===== config.mk =====
export PLATFORM = sky130hd
export DESIGN_NAME = npu_mem_burst_reader
export DESIGN_NICKNAME = d
export VERILOG_FILES = /design/src/rtl/npu_mem_burst_reader.sv
export SDC_FILE = /design/constraint.sdc
export NUM_CORES = 1
export LEC_CHECK = 0
export CAP_MARGIN = 15
export CORE_UTILIZATION = 35
export CTS_CLUSTER_DIAMETER = 200
export DETAILED_ROUTE_END_ITERATION = 10
export HOLD_SLACK_MARGIN = 0.02
export PLACE_DENSITY = 0.56
export SLEW_MARGIN = 5
export SYNTH_ARGS = -nofsm -noshare
export SYNTH_HDL_FRONTEND = slang
export SYNTH_SLANG_ARGS = --single-unit

===== constraint.sdc =====
create_clock -name clk -period 3.7 [get_ports clk]
set_clock_uncertainty 0.1 [all_clocks]
set_input_delay 0.925 -clock clk [delete_from_list [all_inputs] [get_ports clk]]
set_output_delay 0.925 -clock clk [all_outputs]
set_load 0.01 [all_outputs]

===== src/rtl/npu_mem_burst_reader.sv =====
// npu_mem_burst_reader: reads a burst of consecutive words from an NPU memory and streams them
// out on valid/ready, absorbing the 1-cycle RAM latency with a 2-entry return FIFO.
module npu_mem_burst_reader #(
   parameter int DEPTH    = 1024,
   parameter int WIDTH    = 21,
   parameter int MEMSEL_W = 6,
   parameter int REGSEL_W = 11
) (
   input  logic                clk,
   input  logic                rst_n,
   input  logic                start,
   input  logic [MEMSEL_W-1:0] start_mem,
   input  logic [REGSEL_W-1:0] start_addr,
   input  logic [REGSEL_W-1:0] len,
   output logic                busy,
   output logic                done,
   output logic [MEMSEL_W-1:0] mem_adr,
   output logic [REGSEL_W-1:0] reg_adr,
   output logic                we,
   input  logic [WIDTH-1:0]    ram_dout,
   output logic                m_valid,
   output logic [WIDTH-1:0]    m_data,
   output logic                m_last,
   input  logic                m_ready
);
   localparam logic [1:0] IDLE = 2'd0, RUN = 2'd1, DRAIN = 2'd2;
   localparam logic [REGSEL_W-1:0] MASK = REGSEL_W'(DEPTH - 1);

   logic [1:0]          state, occ;
   logic [REGSEL_W-1:0] addr, rem;
   logic                pres, pres_last, arr, arr_last;
   logic [WIDTH-1:0]    d0, d1;
   logic                l0, l1;
   logic                first, issue, pop, fpop, push;

   // A word arriving on ram_dout is forwarded directly when the FIFO is empty
   assign we      = 1'b0;
   assign busy    = state != IDLE;
   assign m_valid = occ != 2'd0 || arr;
   assign m_data  = occ != 2'd0 ? d0 : arr ? ram_dout : '0;
   assign m_last  = occ != 2'd0 ? l0 : arr & arr_last;
   assign pop     = m_valid & m_ready;
   assign fpop    = pop & (occ != 2'd0);
   assign push    = arr & ~(pop & (occ == 2'd0));
   assign first   = state == IDLE && start && len != '0;
   // Outstanding words (stored + arriving + presented) never exceed the FIFO's two entries
   assign issue   = state == RUN && rem != '0 &&
                    (3'(occ) + 3'(arr) + 3'(pres) <= 3'(pop) + 3'd1);

   always_ff @(posedge clk or negedge rst_n) begin
      if (!rst_n) begin
         state     <= IDLE;
         occ       <= '0;
         addr      <= '0;
         rem       <= '0;
         pres      <= 1'b0;
         pres_last <= 1'b0;
         arr       <= 1'b0;
         arr_last  <= 1'b0;
         d0        <= '0;
         d1        <= '0;
         l0        <= 1'b0;
         l1        <= 1'b0;
         done      <= 1'b0;
         mem_adr   <= '0;
         reg_adr   <= '0;
      end else begin
         done      <= state == IDLE && start && len == '0;
         pres      <= first | issue;
         pres_last <= first ? len == REGSEL_W'(1) : rem == REGSEL_W'(1);
         arr       <= pres;
         arr_last  <= pres_last;
         if (first) begin
            mem_adr <= start_mem;
            reg_adr <= start_addr & MASK;
            addr    <= (start_addr + 1'b1) & MASK;
            rem     <= len - 1'b1;
            state   <= len == REGSEL_W'(1) ? DRAIN : RUN;
         end else if (issue) begin
            reg_adr <= addr;
            addr    <= (addr + 1'b1) & MASK;
            rem     <= rem - 1'b1;
            if (rem == REGSEL_W'(1)) state <= DRAIN;
         end
         if (pop && m_last) begin
            done  <= 1'b1;
            state <= IDLE;
         end
         occ <= occ + 2'(push) - 2'(fpop);
         d0  <= fpop ? (occ == 2'd2 ? d1 : ram_dout) : (occ == 2'd0 ? ram_dout : d0);
         l0  <= fpop ? (occ == 2'd2 ? l1 : arr_last) : (occ == 2'd0 ? arr_last : l0);
         if (push && occ + 2'(!fpop) == 2'd2) begin
            d1 <= ram_dout;
            l1 <= arr_last;
         end
      end
   end
endmodule


Word level (Yosys, flattened, before mapping)
Cells that the tools add are included.
{"block": "totals", "out_inout_bits": 43, "wordCells": 81, "register_bits": 92, "input_bits": 53}
{"block": "op_classes", "bitwise": 7, "n_reduce_logical": 21, "n_eq_ne": 5, "magnitude_cmp": 1, "addsub": 10, "muxes": 22}
{"cell": "2-to-1 mux 21 bit", "count": 5}
{"cell": "2-to-1 mux 11 bit", "count": 6}
{"cell": "equality test 11 x 1 -> 1 bit, second input constant", "count": 2}
{"cell": "nonzero test 11 bit", "count": 2}
{"cell": "subtractor 11 x 1 -> 11 bit, second input constant", "count": 2}
{"cell": "adder 10 x 1 -> 10 bit, second input constant", "count": 2}
{"cell": "logical NOT 11 bit", "count": 1}
{"cell": "2-to-1 mux 2 bit", "count": 5}
{"cell": "nonzero test 2 bit", "count": 4}
{"cell": "logical AND 1 bit", "count": 7}
{"cell": "2-to-1 mux 1 bit", "count": 6}
{"cell": "nonzero test 3 bit", "count": 2}
{"cell": "bitwise AND 1 bit", "count": 5}
{"cell": "adder 2 x 1 -> 2 bit", "count": 2}
{"cell": "equality test 2 bit, second input constant", "count": 2}
{"cell": "logical NOT 2 bit", "count": 2}
{"cell": "adder 2 x 1 -> 3 bit", "count": 1}
{"cell": "adder 3 x 1 -> 3 bit", "count": 1}
{"cell": "less-or-equal comparator 3 x 2 -> 1 bit", "count": 1}
{"cell": "adder 1 x 1 -> 2 bit, second input constant", "count": 1}
{"cell": "equality test 2 x 1 -> 1 bit, second input constant", "count": 1}
{"cell": "AND reduction 2 bit", "count": 1}
{"cell": "subtractor 2 x 1 -> 2 bit", "count": 1}
{"cell": "logical NOT 1 bit", "count": 1}
{"cell": "other kinds (3)", "count": 3}

Logic depth before layout (Yosys ltp)
{"block": "depth", "ltp_word": 9, "mapped_depth": 15, "mapped_depth_nobuf": 13}

Worst setup path before layout
OpenSTA, ideal clock, no wires.
{"block": "synth_timing", "path_type": "input-to-reg", "startpoint": "input port m_ready", "endpoint": "register addr[1]", "path_slack_ns": -0.493, "path_buffers": 3, "required_ns": 3.475, "t_arrival_ns": 3.968, "path_stages": 10, "setup_ns": 0.125, "cell_sequence": "clkbuf_1 -> buf_1 -> nand2_1 -> fa_1 -> or3b_2 -> a22oi_1 -> or2_1 -> buf_6 -> nand2_4 -> mux2_4"}
{"block": "synth_between", "elab_chain_cells": 5}
{"item": "from (decl)", "line_no": "24", "text": "input logic m_ready"}
{"item": "bitwise AND 1 bit", "line_no": "42", "text": "assign pop = m_valid & m_ready;"}
{"item": "adder 1 x 1 -> 2 bit", "line_no": "48", "text": "(3'(occ) + 3'(arr) + 3'(pres) <= 3'(pop) + 3'd1);"}
{"item": "less-or-equal comparator 3 x 2 -> 1 bit", "line_no": "48"}
{"item": "logical AND 1 bit", "line_no": "47", "text": "assign issue = state == RUN && rem != '0 &&"}
{"item": "nonzero test 2 bit (no source line)"}
{"item": "to (signal assigned)", "line_no": "76", "text": "addr <= (start_addr + 1'b1) & MASK;"}
{"item": "to (signal assigned)", "line_no": "81", "text": "addr <= (addr + 1'b1) & MASK;"}
{"item": "to (decl)", "line_no": "30", "text": "logic [REGSEL_W-1:0] addr, rem;"}
No other way between the ends.
A chain may end at the register's enable or synchronous reset.

Worst setup path in the final report
{"block": "layout_timing", "startpoint": "input port len[1]", "endpoint": "register addr[8]"}
{"block": "layout_between", "elab_chain_cells": 3, "word_cells_on_any_way": 4, "classes_between": "mux: 1; reduce/logical: 3"}
{"item": "from (decl)", "line_no": "14", "text": "input logic [REGSEL_W-1:0] len,"}
{"item": "nonzero test 11 bit *", "line_no": "45", "text": "assign first = state == IDLE && start && len != '0;"}
{"item": "logical AND 1 bit *", "line_no": "45"}
{"item": "2-to-1 mux 11 bit / nonzero test 2 bit (equally long branches)"}
Every way passes the cells marked *; elsewhere a longest branch is shown, timed or not.

==> impl_metrics.yaml <==
clocking:
  clk_latency_ns: 0.35
  cts_buffer_depth: 2
  ctsHoldBuffers: 0
  cts_sinks: 90
  cts-root-buf: "clkbuf_16"
  clk_pin_slew_ns: 0.06
  cts.htree.levels: 3
  cts_made_buffers: 9
  cts_tree: "built"
flow_run:
  maxCapViolCount: 0
timing:
  min_period_over_period_pct: 91.8
  finalSetupViolations: 0
  rsz0062_at_grt: "no"
  relSlewSlack_pct: 28.3
  worstMarginPinSlew_ns: 1.07
  max_freq_mhz: 294
  post-route-min-period_ns: 3.40
  hold_slack_ns: 0.247
  finalMaxSlewViolations: 0
  finalHoldViolations: 0
worst_setup_path:
  crit_path_cell_trace: "clkdlybuf4s50_1 > inv_1 > ha_1 > nor3b_1 > nand4b_1 > nand2_1 > nand2_1 > nand2_1 > ha_1 > inv_1 > nor2_1 > nand3_1 > xor2_1 > mux2i_1"
  worstPathRequired_ns: 3.87
  worstSetupPathType: "in2reg"
  r2r_cells: 9
  critPathLaunch: "len[1]"
  cpMaxStageDelayCell: "clkdlybuf4s50_1"
  path_depth: 14
  critPathCaptureType: "flip-flop"
  r2r-start: "occ[0]$_DFF_PN0_"
  slowest_delay_ns: 0.45
  crit_path_start_kind: "primary input"
  endpoint: "addr[8]$_DFFE_PN0P_"
  critPathTopFamily: "simple AND/OR/NAND/NOR gates"
  rr_endpoint: "reg_adr[4]$_DFFE_PN0P_"
  crit_arrival_ns: 3.57
  cp_num_buf_inv: 3
  critPathMaxFanout: 6
  path_common_cell: "nand2_1"
  reg2reg_slack_ns: 0.41
floorplanning:
  fp.coreArea_um2: 14700
  start_util_pct: 36.3
  dieHeight_um: 126
  dieWidth_um: 126
  io_pins: 96
  dieArea_um2: 15800
  rows: 44
logic_synthesis:
  seq_area_frac_synth_pct: 42.2
  ys_ff_latch: 90
  syn_inst: 613
  yosysWarnings: 0
  avgSynthCellArea_um2: 8.72
  netlist_area_um2: 5340
  ys_types: 51
place:
  place_inst: 873
  place_congestion: 0.854
  hpwl_um: 9120
  io_buffers: 92
drt:
  drtAntennaViolNets: 0
  num_vias: 4599
  wirelength_um: 13500
  viasPerCell: 5.17
  dr.pass1.iters: 8
  avgRoutedWirePerCell_um: 15.2
  first_iter_violations: 230
  drc: 9
finish:
  fin_nets: 766
  syn2layout_area_growth_pct: 27.1
  instances_no_fill: 889
  drive_above_1_share_pct: 10.5
  diodes: 0
global_route:
  grt_max_degree: 51
  grt_pass1_wl_um: 22200
  antenna_found_initial: 0
  grt.total_usage_pct: 17.8
  overflow: 0
  grt_pass1_vias: 4452
run_status:
  status: "finished with violations"
  violations: "design-rule violations"
pwr:
  vdd_drop_max_uv: 168
  power.density_nw_per_um2: 304
  power_leakage_nw: 2.93
min_path:
  min_path_type: "reg2reg"
## stage by stage
| step | utilization, % | area, um^2 | TNS, ns | worst slack (ns) | total power [W] |
|---|---|---|---|---|---|
| 3_3_place_gp | 44.2 | 6490 | 0 | 0.0293 | 0.00118 |
| 6_report | 46.2 | 6790 | 0 | 0.303 | 0.00206 |
| 5_1_grt | 46.2 | 6790 | 0 | 0.129 | 0.00216 |
| 2_1_floorplan | - | 5350 | 0 | 0.0341 | 0.00108 |
| 4_1_cts | 46.2 | 6790 | 0 | 0.0847 | 0.00209 |
| 3_5_place_dp | 44.2 | 6490 | -0.0183 | -0.0183 | 0.00118 |
## Yosys cell counts, drive strengths merged
cell / instances / area (um^2)
nand4b: 1 / 8.76
xnor2: 26 / 228
inv: 16 / 60.1
nor2b: 24 / 150
o21ai: 55 / 275
o31a: 2 / 17.5
a22oi: 1 / 7.51
xor2: 8 / 70.1
conb: 1 / 3.75
a21boi: 1 / 7.51
or4: 4 / 30.0
clkbuf: 28 / 105
ha: 11 / 138
or2: 3 / 18.8
a211oi: 1 / 7.51
nand3b: 2 / 15.0
nor3b: 3 / 22.5
nand2b: 1 / 6.26
nor2: 51 / 191
nand2: 102 / 390
fa: 2 / 40.0
nor4b: 2 / 17.5
mux2i: 27 / 270
nor3: 12 / 60.1
and4: 1 / 8.76
a21oi: 56 / 280
or3: 3 / 18.8
mux2: 23 / 263
and3b: 1 / 8.76
dfrtp: 90 / 2250
and2: 3 / 18.8
nand3: 10 / 50.1
buf: 12 / 75.1
a21o: 1 / 7.51
o21bai: 1 / 7.51
nor4: 8 / 71.3
o211ai: 2 / 15.0
a31oi: 10 / 62.6
or3b: 2 / 17.5
nand4: 4 / 25.0
nor4bb: 2 / 20.0
## flip-flops by register name, summed over array words and instances, names as in the netlist, 2 cells and up
register,count
occ,2
d0,21
d1,21
addr,10
reg_adr,10
rem,11
mem_adr,6
state,2
## power by group
group / leakage, nW / internal, W / switching, W
registers: 1.20 / 0.000996 / 0.00000895
logic: 1.59 / 0.0000825 / 0.0000769
clock network: 0.141 / 0.000508 / 0.000391
total: 2.93 / 0.00159 / 0.000477
## repair_timing
item	CTS	global route
hold endpoints to repair	0	0
gates resized for setup	0	1
endpoints found under the setup margin	0	6
setup buffers	0	0
## final cells by class
class	instances	area, um^2
fill	1432	7910
multi-input combinational	468	2870
sequential	90	2250
timing repair buffer	115	1090
clock buffer	12	267
tap	184	230
inverter	16	60.1
clock inverter	4	25.0
## metal layers
layer	GRT usage, %	vias to the layer above	part of all wire (%)
met1	22.5	2220	46
met2	29.9	101	48
met5	0	-	0
li1	-	2255	-
met4	7.39	0	2.2
met3	3.42	23	4.1
## worst min-delay path by stage
stage,startpoint,to,slack (ns),cells after the start
after floorplan,pres_last$_DFF_PN0_,arr_last$_DFF_PN0_,0.23,0
after global placement,pres_last$_DFF_PN0_,arr_last$_DFF_PN0_,0.23,0
after detailed placement,pres_last$_DFF_PN0_,arr_last$_DFF_PN0_,0.23,0
after CTS,pres_last$_DFF_PN0_,arr_last$_DFF_PN0_,0.25,0
after global routing,pres_last$_DFF_PN0_,arr_last$_DFF_PN0_,0.27,0
final,pres_last$_DFF_PN0_,arr_last$_DFF_PN0_,0.25,0
## cells by family after synthesis
logic type | share of synthesized area, %
AO/OA/AOI/OAI | 12.9
adder cells (fa/ha/maj) | 3.33
buffers and inverters | 4.50
other | 0.0702
flip-flops | 42.2
AND/OR/NAND/NOR | 21.5
XOR/XNOR | 5.57
multiplexers | 9.98
## worst register-to-register path, delay by kind of cell, from the launching register on
kind / cells / cell delay, ns
adders and majority gates: 1 / 0.55
DFF: 1 / 0.61
AOI/OAI and AO/OA: 2 / 0.39
and+or+nand+nor: 5 / 1.31
buffers and inverters: 1 / 0.26
## placed cells by master (no fill, tap or decap), drive strengths merged, types with 3 or more instances in the layout
cell type	instances
nand2	102
mux2	23
mux2i	27
o21ai	55
a21oi	56
or3	3
ha	11
dfrtp	90
clkbuf	12
nor2	51
xor2	8
nor2b	24
nor3	12
a31oi	10
nand4	4
nor4	8
clkdlybuf4s50	90
or4	4
nand3	10
inv	16
xnor2	26
or2	3
buf	25
and2	3
nor3b	3
(Power assumes the default switching activity.)
